$ cat src/rtl/lsu_axi_pkg.sv
// Shared definitions for the LSU AXI4 master: FSM state encodings, AXI constants
// and helpers for size-based strobes, masks and alignment.
package lsu_axi_pkg;

   // FSM state encodings (plain constants for legacy-compatible state registers)
   localparam logic [2:0] StIdle  = 3'd0;
   localparam logic [2:0] StRaddr = 3'd1;
   localparam logic [2:0] StRdata = 3'd2;
   localparam logic [2:0] StWreq  = 3'd3;
   localparam logic [2:0] StWresp = 3'd4;
   localparam logic [2:0] StDone  = 3'd5;

   localparam logic [1:0] AXI_BURST_INCR = 2'b01;
   localparam logic [1:0] AXI_RESP_OKAY  = 2'b00;

   // Unshifted byte strobes per access size
   localparam logic [7:0] StrbByte  = 8'h01;
   localparam logic [7:0] StrbHalf  = 8'h03;
   localparam logic [7:0] StrbWord  = 8'h0F;
   localparam logic [7:0] StrbDword = 8'hFF;

   function automatic logic [7:0] size_strb(input logic [1:0] size);
      case (size)
         2'd0:    return StrbByte;
         2'd1:    return StrbHalf;
         2'd2:    return StrbWord;
         default: return StrbDword;
      endcase
   endfunction

   function automatic logic [63:0] size_mask(input logic [1:0] size);
      case (size)
         2'd0:    return 64'h0000_0000_0000_00FF;
         2'd1:    return 64'h0000_0000_0000_FFFF;
         2'd2:    return 64'h0000_0000_FFFF_FFFF;
         default: return 64'hFFFF_FFFF_FFFF_FFFF;
      endcase
   endfunction

   // Address offset must be a multiple of 2^size; 3-bit wrap makes size 3 give mask 7
   function automatic logic is_aligned(input logic [2:0] off, input logic [1:0] size);
      logic [2:0] m;
      m = (3'd1 << size) - 3'd1;
      return (off & m) == 3'd0;
   endfunction

endpackage

$ cat src/rtl/lsu_axi_master_lane.sv
// Byte-lane steering for the 64-bit bus: shifts store data and strobes into
// their lanes and extracts/zero-extends load data from the returned beat.
module lsu_axi_lane
   import lsu_axi_pkg::*;
(
   input  logic [2:0]  w_off,
   input  logic [1:0]  w_size,
   input  logic [63:0] w_data,
   output logic [63:0] w_lane_data,
   output logic [7:0]  w_lane_strb,
   input  logic [2:0]  r_off,
   input  logic [1:0]  r_size,
   input  logic [63:0] r_data,
   output logic [63:0] r_lane_data
);

   // Pure lane shifting and masking, no state
   always_comb begin
      w_lane_data = w_data << {w_off, 3'b000};
      w_lane_strb = size_strb(w_size) << w_off;
      r_lane_data = (r_data >> {r_off, 3'b000}) & size_mask(r_size);
   end

endmodule

$ cat src/rtl/lsu_axi_master.sv
// Single-outstanding AXI4 master: one core load/store becomes one single-beat
// AXI read or write, with one response per accepted request.
// Optional macro LSU_AXI_RESP_CHECK_EN: nonzero rresp/bresp also raises resp_err.
module lsu_axi_master
   import lsu_axi_pkg::*;
#(
   parameter int unsigned ID_W = 4
) (
   input  logic            clk,
   input  logic            rst_n,
   input  logic            req_valid,
   output logic            req_ready,
   input  logic            req_wen,
   input  logic [31:0]     req_addr,
   input  logic [1:0]      req_size,
   input  logic [63:0]     req_wdata,
   output logic            resp_valid,
   output logic [63:0]     resp_rdata,
   output logic            resp_err,
   output logic            awvalid,
   input  logic            awready,
   output logic [31:0]     awaddr,
   output logic [ID_W-1:0] awid,
   output logic [7:0]      awlen,
   output logic [2:0]      awsize,
   output logic [1:0]      awburst,
   output logic            wvalid,
   input  logic            wready,
   output logic [63:0]     wdata,
   output logic [7:0]      wstrb,
   output logic            wlast,
   input  logic            bvalid,
   output logic            bready,
   input  logic [1:0]      bresp,
   input  logic [ID_W-1:0] bid,
   output logic            arvalid,
   input  logic            arready,
   output logic [31:0]     araddr,
   output logic [ID_W-1:0] arid,
   output logic [7:0]      arlen,
   output logic [2:0]      arsize,
   output logic [1:0]      arburst,
   input  logic            rvalid,
   output logic            rready,
   input  logic [63:0]     rdata,
   input  logic [1:0]      rresp,
   input  logic            rlast,
   input  logic [ID_W-1:0] rid
);

   logic [2:0]  state_q, state_d;
   logic [31:0] addr_q, addr_d;
   logic [1:0]  size_q, size_d;
   logic        ar_q, ar_d, r_q, r_d, aw_q, aw_d, w_q, w_d, b_q, b_d;
   logic [63:0] wdata_q, wdata_d;
   logic [7:0]  wstrb_q, wstrb_d;
   logic        resp_valid_q, resp_valid_d, resp_err_q, resp_err_d;
   logic [63:0] resp_rdata_q, resp_rdata_d;
   logic [63:0] lane_wdata, lane_rdata;
   logic [7:0]  lane_wstrb;
   logic        rresp_err, bresp_err;
   logic        unused_in;

`ifdef LSU_AXI_RESP_CHECK_EN
   assign rresp_err = (rresp != AXI_RESP_OKAY);
   assign bresp_err = (bresp != AXI_RESP_OKAY);
`else
   assign rresp_err = 1'b0;
   assign bresp_err = 1'b0;
`endif

   // Response IDs and rlast carry no information for single-beat, ID-0 traffic
   assign unused_in = ^{rlast, rid, bid, rresp, bresp};

   // Store steering uses the live request so wdata/wstrb can be registered at accept
   lsu_axi_lane u_lane (
      .w_off       (req_addr[2:0]),
      .w_size      (req_size),
      .w_data      (req_wdata),
      .w_lane_data (lane_wdata),
      .w_lane_strb (lane_wstrb),
      .r_off       (addr_q[2:0]),
      .r_size      (size_q),
      .r_data      (rdata),
      .r_lane_data (lane_rdata)
   );

   // Next-state and registered-output decode
   always_comb begin
      state_d      = state_q;
      addr_d       = addr_q;
      size_d       = size_q;
      ar_d         = ar_q;
      r_d          = r_q;
      aw_d         = aw_q;
      w_d          = w_q;
      b_d          = b_q;
      wdata_d      = wdata_q;
      wstrb_d      = wstrb_q;
      resp_valid_d = 1'b0;
      resp_err_d   = resp_err_q;
      resp_rdata_d = resp_rdata_q;
      case (state_q)
         StIdle: begin
            if (req_valid) begin
               addr_d       = req_addr;
               size_d       = req_size;
               resp_rdata_d = 64'h0;
               resp_err_d   = 1'b0;
               if (!is_aligned(req_addr[2:0], req_size)) begin
                  state_d      = StDone;
                  resp_valid_d = 1'b1;
                  resp_err_d   = 1'b1;
               end else if (req_wen) begin
                  state_d = StWreq;
                  aw_d    = 1'b1;
                  w_d     = 1'b1;
                  wdata_d = lane_wdata;
                  wstrb_d = lane_wstrb;
               end else begin
                  state_d = StRaddr;
                  ar_d    = 1'b1;
               end
            end
         end
         StRaddr: begin
            if (arready) begin
               ar_d    = 1'b0;
               r_d     = 1'b1;
               state_d = StRdata;
            end
         end
         StRdata: begin
            if (rvalid) begin
               r_d          = 1'b0;
               resp_rdata_d = lane_rdata;
               resp_err_d   = rresp_err;
               resp_valid_d = 1'b1;
               state_d      = StDone;
            end
         end
         StWreq: begin
            // Each channel retires on its own handshake; a done channel stays low
            aw_d = aw_q && !awready;
            w_d  = w_q && !wready;
            if (!aw_d && !w_d) begin
               b_d     = 1'b1;
               state_d = StWresp;
            end
         end
         StWresp: begin
            if (bvalid) begin
               b_d          = 1'b0;
               resp_rdata_d = 64'h0;
               resp_err_d   = bresp_err;
               resp_valid_d = 1'b1;
               state_d      = StDone;
            end
         end
         StDone: state_d = StIdle;
         default: state_d = StIdle;
      endcase
   end

   // State and output registers; reset abandons any transaction in flight
   always_ff @(posedge clk or negedge rst_n) begin
      if (!rst_n) begin
         state_q      <= StIdle;
         addr_q       <= 32'h0;
         size_q       <= 2'd0;
         ar_q         <= 1'b0;
         r_q          <= 1'b0;
         aw_q         <= 1'b0;
         w_q          <= 1'b0;
         b_q          <= 1'b0;
         wdata_q      <= 64'h0;
         wstrb_q      <= 8'h0;
         resp_valid_q <= 1'b0;
         resp_err_q   <= 1'b0;
         resp_rdata_q <= 64'h0;
      end else begin
         state_q      <= state_d;
         addr_q       <= addr_d;
         size_q       <= size_d;
         ar_q         <= ar_d;
         r_q          <= r_d;
         aw_q         <= aw_d;
         w_q          <= w_d;
         b_q          <= b_d;
         wdata_q      <= wdata_d;
         wstrb_q      <= wstrb_d;
         resp_valid_q <= resp_valid_d;
         resp_err_q   <= resp_err_d;
         resp_rdata_q <= resp_rdata_d;
      end
   end

   assign req_ready  = (state_q == StIdle);
   assign resp_valid = resp_valid_q;
   assign resp_rdata = resp_rdata_q;
   assign resp_err   = resp_err_q;

   assign awvalid = aw_q;
   assign awaddr  = addr_q;
   assign awid    = '0;
   assign awlen   = 8'd0;
   assign awsize  = {1'b0, size_q};
   assign awburst = AXI_BURST_INCR;
   assign wvalid  = w_q;
   assign wdata   = wdata_q;
   assign wstrb   = wstrb_q;
   assign wlast   = 1'b1;
   assign bready  = b_q;
   assign arvalid = ar_q;
   assign araddr  = addr_q;
   assign arid    = '0;
   assign arlen   = 8'd0;
   assign arsize  = {1'b0, size_q};
   assign arburst = AXI_BURST_INCR;
   assign rready  = r_q;

endmodule

$ cat config.mk
export PLATFORM = sky130hd
export DESIGN_NAME = lsu_axi_master
export DESIGN_NICKNAME = d
export VERILOG_FILES = /design/src/rtl/lsu_axi_pkg.sv /design/src/rtl/lsu_axi_master_lane.sv /design/src/rtl/lsu_axi_master.sv
export SDC_FILE = /design/constraint.sdc
export NUM_CORES = 1
export LEC_CHECK = 0
export ABC_AREA = 1
export CELL_PAD_IN_SITES_DETAIL_PLACEMENT = 1
export CELL_PAD_IN_SITES_GLOBAL_PLACEMENT = 1
export CORE_ASPECT_RATIO = 1.25
export CORE_MARGIN = 4
export CORE_UTILIZATION = 30
export DETAILED_ROUTE_END_ITERATION = 8
export MAX_ROUTING_LAYER = met4
export PLACE_DENSITY = 0.83
export SYNTH_ARGS = -nofsm -noshare
export SYNTH_HDL_FRONTEND = slang
export SYNTH_SLANG_ARGS = --single-unit
export TNS_END_PERCENT = 10
$ cat constraint.sdc
create_clock -name clk -period 3.95 [get_ports clk]
set_input_delay 0.5925 -clock clk [delete_from_list [all_inputs] [get_ports clk]]
set_output_delay 0.5925 -clock clk [all_outputs]
set_load 0.005 [all_outputs]
==> results of run 1 <==
==> cells by family after synthesis <==
group                  share of synthesized area
AND/OR/NAND/NOR                            0.486
AO/OA/AOI/OAI                             0.0140
other                                   0.000678
flip-flops                                 0.407
buffers and inverters                     0.0928
==> sequential cells by signal (all words and copies together), names as in the netlist <==
register	count
resp_rdata	64
state_q	3
size_q	2
bready	1
wvalid	1
awvalid	1
araddr	32
resp_err	1
wdata	64
arvalid	1
rready	1
wstrb	8
resp_valid	1
==> final cells by class <==
class | count | area (um^2) | area share
multi-input combinational | 1376 | 5670 | 0.365
sequential | 180 | 4500 | 0.290
timing repair buffer | 407 | 4020 | 0.259
tap | 480 | 601 | 0.0387
clock buffer | 18 | 439 | 0.0283
clock inverter | 14 | 170 | 0.0110
inverter | 27 | 101 | 0.00654
antenna | 3 | 7.51 | 0.000484
==> worst paths after layout <==
path / start / to / slack [ps] / depth (start not counted)
min in group clk: resp_rdata[17] / resp_rdata[17] / 470 / 2
max: araddr[2] / araddr[2] / 1390 / 1
min: rst_n / resp_rdata[16] / 170 / 1
max reg2reg: state_q[0] / resp_rdata[54] / 1870 / 8
min reg2reg: resp_rdata[17] / resp_rdata[17] / 470 / 2
max in group asynchronous: rst_n / resp_rdata[6] / 2820 / 2
==> power by group through the flow <==
stage | clock (mW) | combinational (mW) | sequential, mW
floorplan | 0 | 2.61 | 2.88
global placement | 0 | 4.90 | 2.97
detailed placement | 0 | 5.02 | 2.99
CTS | 1.87 | 5.04 | 2.97
global route | 1.94 | 5.49 | 3.05
finish | 1.81 | 4.98 | 2.96
==> metal layers <==
layer  global-route usage  routed length (um)  vias to the layer above
li1                     -                   -                     5904
met3               0.0496                2960                       80
met5                    -                   0                        -
met2                0.438               25500                      431
met4                0.100                1920                        0
met1                0.269               18800                     6075
==> metrics by stage <==
stage               hold slack, ps  setup slack [ps]   util  power [mW]
floorplan                      297              2270      -        5.50
global placement               454              1250  0.409        7.87
detailed placement             460              1240  0.409        8.00
CTS                            191              1360  0.426        9.88
global route                   203              1300  0.426        10.5
finish                         171              1390  0.426        9.75
==> cells in the final DEF (no fill, tap or decap), types with 2 or more instances in the layout <==
| master | instances |
|---|---|
| sky130_fd_sc_hd__clkdlybuf4s50_1 | 379 |
| sky130_fd_sc_hd__bufinv_16 | 2 |
| sky130_fd_sc_hd__o21ai_0 | 10 |
| sky130_fd_sc_hd__buf_2 | 2 |
| sky130_fd_sc_hd__inv_1 | 17 |
| sky130_fd_sc_hd__nor2_1 | 54 |
| sky130_fd_sc_hd__clkinvlp_4 | 5 |
| sky130_fd_sc_hd__nand2_2 | 2 |
| sky130_fd_sc_hd__nand3_1 | 277 |
| sky130_fd_sc_hd__nor2_2 | 2 |
| sky130_fd_sc_hd__nor2_4 | 4 |
| sky130_fd_sc_hd__buf_4 | 24 |
| sky130_fd_sc_hd__and2_1 | 5 |
| sky130_fd_sc_hd__inv_6 | 2 |
| sky130_fd_sc_hd__clkbuf_16 | 17 |
| sky130_fd_sc_hd__nand3b_1 | 3 |
| sky130_fd_sc_hd__a21oi_1 | 12 |
| sky130_fd_sc_hd__inv_8 | 3 |
| sky130_fd_sc_hd__diode_2 | 3 |
| sky130_fd_sc_hd__nand2_1 | 960 |
| sky130_fd_sc_hd__clkbuf_8 | 2 |
| sky130_fd_sc_hd__dfrtp_1 | 180 |
| sky130_fd_sc_hd__conb_1 | 31 |
| sky130_fd_sc_hd__inv_2 | 8 |
| sky130_fd_sc_hd__clkinv_1 | 2 |
| sky130_fd_sc_hd__nand4_1 | 8 |
==> run metrics, run 1 <==
outcome=complete, no violations; number of cell rows=78; wire length of the first global-routing pass=about 76000 um; Power per Cell Area=approximately 630 nW/um^2; Final min period=between 2000 and 3000 ps; final design instance area without fill=approximately 16000 um^2; Fillers=between 4000 and 5000; cell area reported after detailed placement=between 10000 and 15000 um^2; width of the chip=between 150 and 200 um; critical path's slowest cell=sky130_fd_sc_hd__dfrtp_1; Max FO, Critical Path=18; synthesized area per cell=around 6.4 um^2; DIE HEIGHT=223 um; top-level port count=between 400 and 500; number of synthesis warnings=0; drt wl/cell=just under 20 um; number of global-route vias before repair=13100; synthesized netlist cell count=1720; count of flip-flops with a built-in enable after synthesis=0; cell at the root of the clock tree=sky130_fd_sc_hd__clkbuf_16; endpoint kind of the worst setup timing path=primary output; cell with the most instances after synthesis=sky130_fd_sc_hd__nand2_1; relative slew slack=0.454; Worst EP arrival=1970 ps; count of instances resized after the clock tree is built=0; overall fraction of global-route tracks in use=0.246; DRC=0; final std cells w/o fill=roughly 2500; Hold WC Path Type=primary input to asynchronous set/reset pin; number of clock sinks seen by CTS=180; Buf+Inv Stages, Crit Path=1; antenna violations before repair=3; part of the total power dissipated in combinational logic=0.510; total congestion overflow=0; post-detailed-routing wire length=49200 um; Slew Limit Fails=0; area fraction of the dominant cell type after synthesis=0.407; initial cell density of the core=0.304; Worst Skew=between 15 and 20 ps; critical path class=flop to primary output; maximum number of pins on one net before global-route repair=79; final worst-path cycle share=0.648; Static Leak=between 7 and 8 nW; area added between synthesis and finish=40.1%; placed wire-length estimate=~37000 um; cts bufs inserted=17; share of synthesized flip-flops with an asynchronous set or reset=1.00; vias post-DR=approximately 12000; number of port buffers=~380; H-tree Lvls=4; Final TNS setup=0 ps; ANT nets after route=0; Iter 0 DRT Violations=slightly above 800; number of buffers inserted for hold repair after clock tree synthesis=0; top_reg_cell synth=sky130_fd_sc_hd__dfrtp_1; peak supply drop=around 0.28 mV; post-synth design cell area=between 10000 and 15000 um^2; launching element type of the critical path=flop; required time at the worst-slack endpoint=roughly 3400 ps; cell type with the largest total area after synthesis=sky130_fd_sc_hd__dfrtp_1; Core ar.=approximately 36000 um^2; Internal Dissipation=~5.7 mW; final count of negative-setup-slack endpoints=0; share of cells above drive strength 1=0.0391; insertion delay of the later-clocked pin in the worst-skew pair=450 ps; number of vias per cell=4.99; register clock-pin slew on the reported worst setup and hold paths=approximately 70 ps; clk buf depth=2; share of power burned in registers=0.304; max capacitance violation total=0; detailed-routing iteration count for the pre-antenna-repair pass=5; die area=about 40000 um^2; top post-synthesis cells by area=sky130_fd_sc_hd__dfrtp_1, sky130_fd_sc_hd__nand2_1, sky130_fd_sc_hd__nand3_1; delay of the slowest cell on the worst path=approximately 870 ps; post-synthesis sequential element count=180; P_sw=~4 mW; buffers inserted by post-CTS timing repair=0; commonest cells in the netlist=sky130_fd_sc_hd__nand2_1, sky130_fd_sc_hd__nand3_1, sky130_fd_sc_hd__dfrtp_1; Max Freq=0.390 GHz; Synth cell types=28; portion of total power attributed to the clock network=0.186; number of nets in the layout=2193; count of final hold-check violations=0; setup repair after global routing missed its margin=false; placed instance count=2470; TritonCTS clock tree=yes; final weighted congestion in routability-driven placement=approximately 0.98; switching power as a share of total power=0.419; cells along the critical path=clkdlybuf4s50_1; actual transition at the worst max-transition pin=819 ps; Top delay family on crit path=flip-flops; post-synthesis sequential area ratio=0.407
(Power assumes the default switching activity.)
==> inputs of run 2 (changes only) <==
==> constraint.sdc (replaced) <==
create_clock -name clk -period 2.4 [get_ports clk]
set_input_delay 0.36 -clock clk [delete_from_list [all_inputs] [get_ports clk]]
set_output_delay 0.36 -clock clk [all_outputs]
set_load 0.005 [all_outputs]
==> run 2 against run 1 <==
Net effect: wire length up 1.5%; clock-buffer cell count up 1; first-iteration DRC count up 2.6%; sequential share of layout area down 0.37 points; clock skew down 3.1 ps; core utilization up 0.56 points; critical path depth up 3; largest power group unchanged; highest routed layer unchanged.
==> run metrics, run 2 (same netlist as run 1, synthesis figures left out) <==
outcome=complete, no violations; share of cells above drive strength 1=0.0447; vias post-DR=approximately 13000; delay of the slowest cell on the worst path=550 ps; number of global-route vias before repair=about 13000; placed wire-length estimate=about 38000 um; top-level port count=427; Power per Cell Area=1040 nW/um^2; Hold Path End=araddr[0]; P_sw=about 6.8 mW; endpoint of the worst register-to-register path=resp_rdata[22]; cts bufs inserted=17; critical path's slowest cell=sky130_fd_sc_hd__clkdlybuf4s50_1; depth of the most critical reg-to-reg path=7; fraction of met3 tracks used by global routing=0.0570; number of vias per cell=5.00; wire length of the first global-routing pass=between 70000 and 80000 um; critical path class=flop to primary output; share of power burned in registers=0.300; most common cell after layout, fill and taps aside=sky130_fd_sc_hd__nand2_1; Iter 0 DRT Violations=approximately 830; final worst-path cycle share=0.937; overall fraction of global-route tracks in use=0.251; relative slew slack=0.545; global-route track usage on met1=0.274; Worst Skew=roughly 15 ps; max capacitance violation total=0; part of the total power dissipated in combinational logic=0.521; most crowded layer after global routing=met2; DIE HEIGHT=223 um; worst hold path startpoint=req_addr[0]; Final min period=roughly 2200 ps; actual transition at the worst max-transition pin=679 ps; count of final hold-check violations=0; DRC=0; die area=roughly 40000 um^2; fin util=0.432; Hold WC Path Type=primary input to flop; TritonCTS clock tree=yes; H-tree Lvls=4; cell at the root of the clock tree=sky130_fd_sc_hd__clkbuf_16; number of nets in the layout=between 2000 and 2500; cells along the critical path=inv_2, nand2_1, inv_1, clkdlybuf4s50_1; maximum number of pins on one net before global-route repair=73; launching element type of the critical path=flop; Max Freq=~0.44 GHz; post-detailed-routing wire length=roughly 50000 um; total congestion overflow=0; setup repair after global routing missed its margin=false; Worst EP arrival=roughly 1900 ps; Max FO, Critical Path=7; detailed-routing iteration count for the pre-antenna-repair pass=5; endpoint kind of the worst setup timing path=primary output; number of port buffers=between 300 and 400; width of the chip=about 180 um; peak supply drop=around 0.38 mV; number of cell rows=78; switching power as a share of total power=0.415; drt wl/cell=around 20 um; final count of negative-setup-slack endpoints=0; register clock-pin slew on the reported worst setup and hold paths=roughly 70 ps; initial cell density of the core=0.304; leading cell types in the layout, fill and taps excluded=sky130_fd_sc_hd__nand2_1, sky130_fd_sc_hd__clkdlybuf4s50_1, sky130_fd_sc_hd__nand3_1; ANT nets after route=0; Slew Limit Fails=0; met2 track demand over resource in global routing=0.431; Final TNS setup=0 ps; Internal Dissipation=between 9 and 10 mW; portion of total power attributed to the clock network=0.179; worst setup slack for register-to-register paths=between 500 and 600 ps; cell depth of the worst min-delay path=3; required time at the worst-slack endpoint=approximately 2000 ps; final weighted congestion in routability-driven placement=~0.98; number of clock sinks seen by CTS=180; buffers inserted by post-CTS timing repair=0; clk buf depth=2; startpoint of the worst register-to-register path=state_q[2]; antenna violations before repair=4; area added between synthesis and finish=41.9%; Static Leak=approximately 8.0 nW; insertion delay of the later-clocked pin in the worst-skew pair=about 450 ps; Core ar.=between 30000 and 40000 um^2
==> run 2: how the worst max path moves through the flow <==
stage	from	end	slack [ps]	cells after the start
final	state_q[0]	req_ready	150	4
after global routing	state_q[0]	req_ready	60	4
after detailed placement	req_size[1]	wdata[24]	340	9
after global placement	req_addr[2]	wdata[13]	400	7
after CTS	state_q[0]	req_ready	110	4
after floorplan	state_q[1]	wstrb[6]	920	7
==> run 2: final cells by class <==
cell class,instances,area (um^2)
timing repair buffer,422,4250
antenna,4,10.0
sequential,180,4500
clock inverter,13,149
inverter,27,101
clock buffer,19,433
multi-input combinational,1376,5670
fill,4632,20700
tap,480,601
==> run 2: per-stage QoR <==
step / power, mW / hold slack, ps / setup WS (ps) / std cells / area, um^2
3_3_place_gp: 13.2 / 387 / 396 / 2484 / 15100
5_1_grt: 17.5 / 334 / 56.1 / 2521 / 15700
4_1_cts: 16.5 / 309 / 111 / 2517 / 15700
6_report: 16.3 / 330 / 152 / 2521 / 15700
3_5_place_dp: 13.5 / 392 / 339 / 2484 / 15100
2_1_floorplan: 9.04 / 64.4 / 925 / 1749 / 11200
==> run 2: power groups by stage <==
stage / Sequential [mW] / Combinational, mW / Clock, mW
global route: 5.03 / 9.33 / 3.12
finish: 4.88 / 8.48 / 2.91
detailed placement: 4.92 / 8.55 / 0
global placement: 4.91 / 8.32 / 0
floorplan: 4.74 / 4.30 / 0
CTS: 4.90 / 8.59 / 2.99
==> run 2: per-layer routing <==
metal | vias up | routed length (um)
li1 | 5929 | -
met1 | 6091 | 19000
met2 | 458 | 25300
met3 | 118 | 3050
met4 | 0 | 2660
met5 | - | 0
==> run 2: worst max-delay path: cells and delay by family, from the launching register on <==
family / cells / cell delay [ps]
AND/OR/NAND/NOR: 1 / 120
flip-flops: 1 / 500
buffers and inverters: 3 / 830
==> run 2: timing repair <==
| item | CTS | global route |
|---|---|---|
| resized for setup | 0 | 0 |
| endpoints found under the setup margin | 0 | 0 |
| hold buffers | 1 | 0 |
| endpoints found under the hold margin | 51 | 0 |
==> inputs of run 3 (changes only) <==
--- a/config.mk
+++ b/config.mk
@@ -12,6 +12,7 @@
 export CORE_MARGIN = 4
 export CORE_UTILIZATION = 30
 export DETAILED_ROUTE_END_ITERATION = 8
+export GPL_TIMING_DRIVEN = 0
 export MAX_ROUTING_LAYER = met4
 export PLACE_DENSITY = 0.83
 export SYNTH_ARGS = -nofsm -noshare
==> run 3 against run 2 <==
Net effect: clock-buffer cell count unchanged; cell area increased by 3.2%; wire length increased by 18%; clock power decreased by 3%; critical endpoint is now resp_rdata[14].
==> run metrics, run 3 (same netlist as run 1, synthesis figures left out) <==
outcome=complete, no violations; Slew Limit Fails=0; count of final hold-check violations=0; overall fraction of global-route tracks in use=0.297; maximum number of pins on one net before global-route repair=around 120; Max Freq=approximately 0.43 GHz; top-level port count=around 430; cells along the critical path=buf_2, clkbuf_1, nand2_1, nand3_1, nand3_1, nand2_1, nand2_1, nand2_1; detailed-routing iteration count for the pre-antenna-repair pass=5; leading cell types in the layout, fill and taps excluded=sky130_fd_sc_hd__nand2_1, sky130_fd_sc_hd__clkdlybuf4s50_1, sky130_fd_sc_hd__nand3_1; actual transition at the worst max-transition pin=910 ps; cts bufs inserted=17; Static Leak=a little over 8 nW; placed wire-length estimate=approximately 50000 um; number of vias per cell=about 5; register clock-pin slew on the reported worst setup and hold paths=80 ps; Worst Skew=13.6 ps; Core ar.=between 30000 and 40000 um^2; post-detailed-routing wire length=around 59000 um; relative slew slack=0.391; number of port buffers=around 380; Worst EP arrival=about 2700 ps; peak supply drop=approximately 0.44 mV; clk buf depth=2; wire length of the first global-routing pass=just under 90000 um; DIE HEIGHT=approximately 220 um; Final min period=~2300 ps; TritonCTS clock tree=yes; max capacitance violation total=0; delay of the slowest cell on the worst path=570 ps; number of global-route vias before repair=13900; Overall Power=17.1 mW; H-tree Lvls=4; Hold WC Path Type=primary input to flop; setup repair after global routing missed its margin=true; critical path class=flop to flop; placed instance count=approximately 2600; Top delay family on crit path=buffers and inverters; final count of negative-setup-slack endpoints=0; area added between synthesis and finish=46.4%; crit-path most repeated cell=sky130_fd_sc_hd__nand2_1; total congestion overflow=0; width of the chip=180 um; Power per Cell Area=roughly 1100 nW/um^2; DRC=0; ANT nets after route=0; initial cell density of the core=0.304; vias post-DR=about 13000; most common cell after layout, fill and taps aside=sky130_fd_sc_hd__nand2_1; number of cell rows=just under 80; fin util=0.445; final weighted congestion in routability-driven placement=0.979; die area=~40000 um^2; number of clock sinks seen by CTS=180; drt wl/cell=between 20 and 25 um; final worst-path cycle share=0.976; final std cells w/o fill=approximately 2600; insertion delay of the later-clocked pin in the worst-skew pair=~450 ps; number of nets in the layout=2334; launching element type of the critical path=flop; antenna violations before repair=2; Iter 0 DRT Violations=717; endpoint kind of the worst setup timing path=flop; Buf+Inv Stages, Crit Path=2; required time at the worst-slack endpoint=around 2800 ps; share of cells above drive strength 1=0.0744; cell at the root of the clock tree=sky130_fd_sc_hd__clkbuf_16; Max FO, Critical Path=19; critical path's slowest cell=sky130_fd_sc_hd__clkbuf_1
-- run 3: cell count changes in the layout (fill, tap and decap cells not counted), sizes merged --
| cell | before | now |
|---|---|---|
| buf | 41 | 120 |
| clkbuf | 20 | 68 |
| inv | 29 | 32 |
| bufinv | 2 | 0 |
| clkinv | 8 | 6 |
| clkdlybuf4s50 | 379 | 378 |
| clkinvlp | 1 | 2 |
| diode | 4 | 3 |
-- run 3: cell type report --
| type | instances | area, um^2 |
|---|---|---|
| buffer | 165 | 926 |
| sequential | 180 | 4500 |
| timing repair buffer | 383 | 3850 |
| tap | 480 | 601 |
| clock buffer | 19 | 453 |
| inverter | 27 | 101 |
| antenna | 3 | 7.51 |
| clock inverter | 13 | 115 |
| multi-input combinational | 1376 | 5650 |
| fill | 4707 | 20200 |
-- run 3: final timing paths --
kind / startpoint / endpoint / slack [ps] / depth (start not counted)
worst min-delay path: req_addr[2] / wstrb[4] / 420 / 6
worst max register to register: araddr[0] / resp_rdata[14] / 60 / 8
worst max-delay path: araddr[0] / resp_rdata[14] / 60 / 8
min in group asynchronous: rst_n / resp_rdata[9] / 480 / 2
worst min register to register: resp_rdata[13] / resp_rdata[13] / 470 / 2
max in group asynchronous: rst_n / wdata[44] / 840 / 3
-- run 3: power by group --
group	total, mW	internal (mW)	switching [mW]
Sequential	4.81	4.02	0.787
Clock	2.82	1.42	1.40
Combinational	9.47	4.18	5.29
-- run 3: tightest hold or removal path: stages --
cell,delay (ps)
sky130_fd_sc_hd__buf_2,190
sky130_fd_sc_hd__a21oi_1,60
sky130_fd_sc_hd__nand3_1,80
sky130_fd_sc_hd__nand2_1,50
sky130_fd_sc_hd__nand2_1,60
sky130_fd_sc_hd__nand2_1,40
-- run 3: metrics by stage --
stage	instance area [um^2]	TNS, ps	hold WS [ps]	setup WS (ps)
final	16200	0	423	58.2
after global routing	16200	-1.81	451	-1.81
after CTS	16200	0	411	25.9
after detailed placement	15600	-12480	366	-198
after global placement	15600	-1244690	454	-6900
after floorplan	11200	0	64.4	925
-- run 3: routing by layer --
layer,vias up,routed length (um),global-route usage
li1,6183,-,-
met4,0,3300,0.146
met3,107,2380,0.0408
met5,-,0,-
met1,6234,22100,0.315
met2,438,31300,0.543
-- run 3: timing repair --
action                                  CTS  global route
endpoints found under the setup margin    2            72
hold buffers                              1             0
setup buffers                             0             2
endpoints found under the hold margin    64             0
pin swaps                                 0             1
gates resized for setup                   3             2
